--- config.mk ---
export PLATFORM = sky130hd
export DESIGN_NAME = pixel_array_ctrl
export DESIGN_NICKNAME = d
export VERILOG_FILES = /design/src/rtl/pixel_array_ctrl.sv
export SDC_FILE = /design/constraint.sdc
export NUM_CORES = 1
export LEC_CHECK = 0
export BUFFER_PORTS_ARGS = -buffer_cell sky130_fd_sc_hd__buf_2
export CAP_MARGIN = 25
export CORE_AREA = 2 2 88 90
export DETAILED_ROUTE_END_ITERATION = 7
export DIE_AREA = 0 0 90 92
export PLACE_DENSITY_LB_ADDON = 0.12
export RECOVER_POWER = 100
export SLEW_MARGIN = 10
export SYNTH_ARGS = -nofsm -noshare
export SYNTH_HDL_FRONTEND = slang
export SYNTH_SLANG_ARGS = --single-unit
export TNS_END_PERCENT = 20
--- constraint.sdc ---
create_clock -name clk -period 1.8 [get_ports clk]
set_clock_uncertainty 0.2 [all_clocks]
set_input_delay 0.36 -clock clk [delete_from_list [all_inputs] [get_ports clk]]
set_output_delay 0.36 -clock clk [all_outputs]
set_load 0.005 [all_outputs]
--- src/rtl/pixel_array_ctrl.sv ---
// Frame sequencer for the 4-pixel array: reset, erase, expose, ramp conversion, readout.
// Optional PIXEL_CTRL_GRAY_EN: Gray-coded conversion count, Gray->binary on capture.
module pixel_array_ctrl #(
  parameter int ERASE_CYCLES  = 5,
  parameter int EXPOSE_CYCLES = 255,
  parameter int READ_CYCLES   = 2
) (
  input  logic       clk,
  input  logic       rst_n,
  input  logic       start,
  input  logic       continuous,
  output logic       busy,
  output logic       pix_reset,
  output logic       erase,
  output logic       expose,
  output logic       ramp_en,
  output logic [3:0] read,
  output logic [7:0] data_o,
  output logic       data_oe,
  input  logic [7:0] data_i,
  output logic       pix_valid,
  input  logic       pix_ready,
  output logic [7:0] pix_data,
  output logic [1:0] pix_idx,
  output logic       frame_done
);

  typedef enum logic [2:0] {
    S_IDLE, S_RST, S_ERASE, S_EXPOSE,
    S_CONV, S_READ, S_HOLD, S_DONE
  } state_t;

  localparam logic [15:0] ERASE_LAST  = 16'(ERASE_CYCLES - 1);
  localparam logic [15:0] EXPOSE_LAST = 16'(EXPOSE_CYCLES - 1);
  localparam logic [15:0] READ_LAST   = 16'(READ_CYCLES - 1);
  localparam logic [15:0] CONV_LAST   = 16'd255;

  state_t      state_q, state_d;
  logic [15:0] cnt_q, cnt_d;
  logic [1:0]  idx_q, idx_d;
  logic        pix_valid_q, pix_valid_d;
  logic [7:0]  pix_data_q, pix_data_d;
  logic [1:0]  pix_idx_q, pix_idx_d;
  logic [7:0]  captured;
  logic [7:0]  conv_code;

  function automatic logic [7:0] gray2bin(input logic [7:0] g);
    logic [7:0] b;
    b[7] = g[7];
    for (int i = 6; i >= 0; i--) b[i] = b[i+1] ^ g[i];
    return b;
  endfunction

`ifdef PIXEL_CTRL_GRAY_EN
  assign captured  = gray2bin(data_i);
  assign conv_code = cnt_q[7:0] ^ (cnt_q[7:0] >> 1);
`else
  assign captured  = data_i;
  assign conv_code = cnt_q[7:0];
`endif

  always_ff @(posedge clk or negedge rst_n) begin
    if (!rst_n) begin
      state_q     <= S_IDLE;
      cnt_q       <= '0;
      idx_q       <= '0;
      pix_valid_q <= 1'b0;
      pix_data_q  <= '0;
      pix_idx_q   <= '0;
    end else begin
      state_q     <= state_d;
      cnt_q       <= cnt_d;
      idx_q       <= idx_d;
      pix_valid_q <= pix_valid_d;
      pix_data_q  <= pix_data_d;
      pix_idx_q   <= pix_idx_d;
    end
  end

  always_comb begin
    state_d     = state_q;
    cnt_d       = cnt_q + 16'd1;
    idx_d       = idx_q;
    pix_valid_d = pix_valid_q;
    pix_data_d  = pix_data_q;
    pix_idx_d   = pix_idx_q;
    unique case (state_q)
      S_IDLE: begin
        cnt_d = '0;
        if (start) state_d = S_RST;
      end
      S_RST: begin
        cnt_d   = '0;
        state_d = S_ERASE;
      end
      S_ERASE: begin
        if (cnt_q == ERASE_LAST) begin
          cnt_d   = '0;
          state_d = S_EXPOSE;
        end
      end
      S_EXPOSE: begin
        if (cnt_q == EXPOSE_LAST) begin
          cnt_d   = '0;
          state_d = S_CONV;
        end
      end
      S_CONV: begin
        if (cnt_q == CONV_LAST) begin
          cnt_d   = '0;
          idx_d   = '0;
          state_d = S_READ;
        end
      end
      S_READ: begin
        // Sample on the last settle cycle; read drops on the same edge.
        if (cnt_q == READ_LAST) begin
          cnt_d       = '0;
          pix_valid_d = 1'b1;
          pix_data_d  = captured;
          pix_idx_d   = idx_q;
          state_d     = S_HOLD;
        end
      end
      S_HOLD: begin
        cnt_d = '0;
        if (pix_ready) begin
          pix_valid_d = 1'b0;
          if (idx_q == 2'd3) begin
            state_d = S_DONE;
          end else begin
            idx_d   = idx_q + 2'd1;
            state_d = S_READ;
          end
        end
      end
      S_DONE: begin
        cnt_d   = '0;
        state_d = continuous ? S_RST : S_IDLE;
      end
      default: begin
        cnt_d   = '0;
        state_d = S_IDLE;
      end
    endcase
  end

  assign busy       = (state_q != S_IDLE);
  assign pix_reset  = (state_q == S_RST);
  assign erase      = (state_q == S_ERASE);
  assign expose     = (state_q == S_EXPOSE);
  assign ramp_en    = (state_q == S_CONV);
  assign data_oe    = (state_q == S_CONV);
  assign data_o     = (state_q == S_CONV) ? conv_code : 8'd0;
  assign read       = (state_q == S_READ) ? (4'b0001 << idx_q) : 4'b0000;
  assign frame_done = (state_q == S_DONE);
  assign pix_valid  = pix_valid_q;
  assign pix_data   = pix_data_q;
  assign pix_idx    = pix_idx_q;

endmodule

==> reports/summary.txt <==
Gr usage total = 0.115
Post-route minimum period = 2.03 ns
Critical Path RT = 1.78 ns
# clock sinks = 32
Antenna viol nets, final = 0
Critical path's slowest cell = dfrtp_1
Fillers = 801
GP Congestion = 0.766
Post-Syn Area = 0.00178 mm^2
Largest net degree at the start of global routing = 33
Clk slew on worst S/H paths = 0.07 ns
Drt via density = 4.16
EDFF count, synth = 0
Clock group share of total power = 0.507
Peak supply drop = 0.256 mV
H-tree depth = 2
CTS tree = yes
Vias in the first global route = 1561
CORE AREA = 0.00745 mm^2
Pins Over Slew Limit = 0
Drt initial violations = 41
Die Wd = 90 um
Final Core Density = 0.376
Top Ports = 43
Crit end category = register
Drt pass-1 iters = 4
CP Max Fanout = 5
Synth unique cells = 36
Die area = 0.00828 mm^2
Final worst slack = -0.226 ns
Per-cell routed wire length = 12.2 um
Final net count = 293
Reg area = 802 um^2
Worst Reg-to-Reg Cells = 8
# diodes = 0
Endpoints failing setup = 50
Max-cap violations = 0
Yosys warnings = 0
Arr. time, crit path = 2.00 ns
Leakage = 0.00142 uW
Post-Synthesis Cells = 179
Largest stage delay, worst path = 0.39 ns
Net Sw Frac = 0.199
Max transition margin = 0.444
HP Class = primary input to register
Net Count, Synth = 200
Switching component of the power = 304 uW
First-pass GRT wire length = 7.63 mm
Initial antenna violation count = 0
Critical path class = register to register
Post-DP HPWL = 3.28 mm
Share of cells above drive strength 1 = 0.495
Fin Setup TNS = -7.57 ns
Initial Util = 0.239
Seq cells post-synth = 32
Die Ht = 92 um
Period utilization = 1.13
Port bufs = 42
Failing checks = setup timing
Comb pwr share = 0.021
Core Rows = 32
Sequential share of the synthesized area = 0.449
Synthesis-to-layout area growth = 57.0%
WHS Path Cells = 2
DR vias = 1560
Post-Route WL = 4.57 mm
Placed cell count = 356
Final hold viol count = 0
Crit start category = register
Tightest Pin Transition = 0.834 ns
Clk_lat worst skew = 0.29 ns
Reg power frac = 0.472
Ys async rst share = 1.00
Pwr Density = 545 mW/mm^2
Top_reg_cell synth = dfrtp_1
Critical path cell sequence = inv_2, ha_4, nor4b_4, nand4_1, buf_4, nor2_4, clkbuf_16, mux2_4
CTS Buffer Depth = 2
CTS Buf Count = 5
DRC = 0
Place WS = -0.248 ns
RSZ-0062 raised after global routing = yes
Avg Inst Size Synth = 9.95 um^2
GRT overflow = 0
P_int = 1220 uW
Outcome = finished with violations
Cell Count, Final, Fillers Out = 375
Root Buffer Master = clkbuf_8
Fmax achieved = 494 MHz
Overall Power = 1520 uW
Multi-input gate area = 0.00103 mm^2
## placed cells by master (no fill, tap or decap), types with 3 or more instances in the layout
master,netlist,final
and2_1,11,11
buf_2,5,38
buf_4,3,45
buf_6,1,4
clkbuf_1,2,4
clkbuf_8,0,7
dfrtp_1,32,31
ha_1,8,6
inv_1,8,7
mux2_4,0,10
nand2_1,15,13
nand3_1,8,8
nand4_1,7,7
nor2_1,23,18
nor2_4,0,3
nor3_1,3,3
xnor2_1,3,3
xor2_1,11,11
## cells by family after synthesis
| group | Yosys count | synth area share |
|---|---|---|
| simple gates | 83 | 0.254 |
| flops | 32 | 0.449 |
| buf+inv | 19 | 0.0541 |
| xor+xnor | 14 | 0.0688 |
| mux | 12 | 0.0751 |
| compound gates | 11 | 0.0428 |
| fa+ha+maj | 8 | 0.0562 |
## worst max-delay path: cells and delay by family (launching register included)
kind                       cells  cell delay, ns
adders and majority gates      1            0.11
buffers and inverters          3            0.44
DFF                            1            0.39
muxes                          1            0.29
and+or+nand+nor                3            0.50
## per-layer routing
metal | global-route usage | vias to the layer above | part of all wire
met5 | 0 | - | 0
met4 | 0.0385 | 0 | 0.014
met3 | 0.0279 | 6 | 0.031
met2 | 0.186 | 22 | 0.48
met1 | 0.152 | 751 | 0.47
li1 | - | 781 | -
## sequential cells by signal, summed over array words and instances (netlist names)
register	flops
cnt_q	16
pix_data	8
state_q	3
idx_q	2
pix_idx	2
pix_valid	1
## cell type report
type / count / share of cell area
sequential: 32 / 0.287
inverter: 8 / 0.0107
tap: 102 / 0.0456
timing repair buffer: 97 / 0.243
clock buffer: 7 / 0.0345
multi-input combinational: 128 / 0.369
clock inverter: 1 / 0.0107
## power groups by stage
stage	sequential (uW)	combinational (uW)	clock, uW
floorplan	733	1.65	0
global placement	732	33.0	0
detailed placement	732	33.0	0
CTS	718	34.8	793
global route	718	37.1	827
finish	719	31.7	773
## through the flow
step / cell area (um^2) / hold WS, ns
after global placement: 2440 / 0.224
after floorplan: 1840 / -0.136
after global routing: 2800 / 0.0892
final: 2800 / 0.0962
after CTS: 2730 / 0.0921
after detailed placement: 2440 / 0.224
## Yosys cell counts (4+ instances only)
| cell | instances | area, um^2 |
|---|---|---|
| ha_1 | 8 | 100 |
| nand2_1 | 15 | 56.3 |
| nand4_1 | 7 | 43.8 |
| inv_1 | 8 | 30.0 |
| nand3_1 | 8 | 40.0 |
| dfrtp_1 | 32 | 801 |
| mux2_2 | 11 | 124 |
| nor2_1 | 23 | 86.3 |
| and3_1 | 4 | 25.0 |
| xor2_1 | 11 | 96.3 |
| buf_2 | 5 | 25.0 |
| and2_1 | 11 | 68.8 |
## final timing paths
kind	start	endpoint	slack, ns
worst max register to register	cnt_q[1]$_DFF_PN0_	pix_idx[1]$_DFFE_PN0P_	-0.23
worst min-delay path	data_i[3]	pix_data[3]$_DFFE_PN0P_	0.1
min in group asynchronous	rst_n	pix_data[3]$_DFFE_PN0P_	0.58
worst min register to register	pix_valid$_DFFE_PN0P_	pix_valid$_DFFE_PN0P_	0.29
worst max-delay path	cnt_q[1]$_DFF_PN0_	pix_idx[1]$_DFFE_PN0P_	-0.23
max in group asynchronous	rst_n	cnt_q[0]$_DFF_PN0_	0.24
## what timing repair did
item	CTS	global route
hold buffers	1	0
cloned	1	0
pin swaps	14	4
resized for setup	17	18
endpoints found under the hold margin	32	0
setup buffers	8	1
endpoints found under the setup margin	48	50
Note: power is estimated with default switching activity, not from simulation.
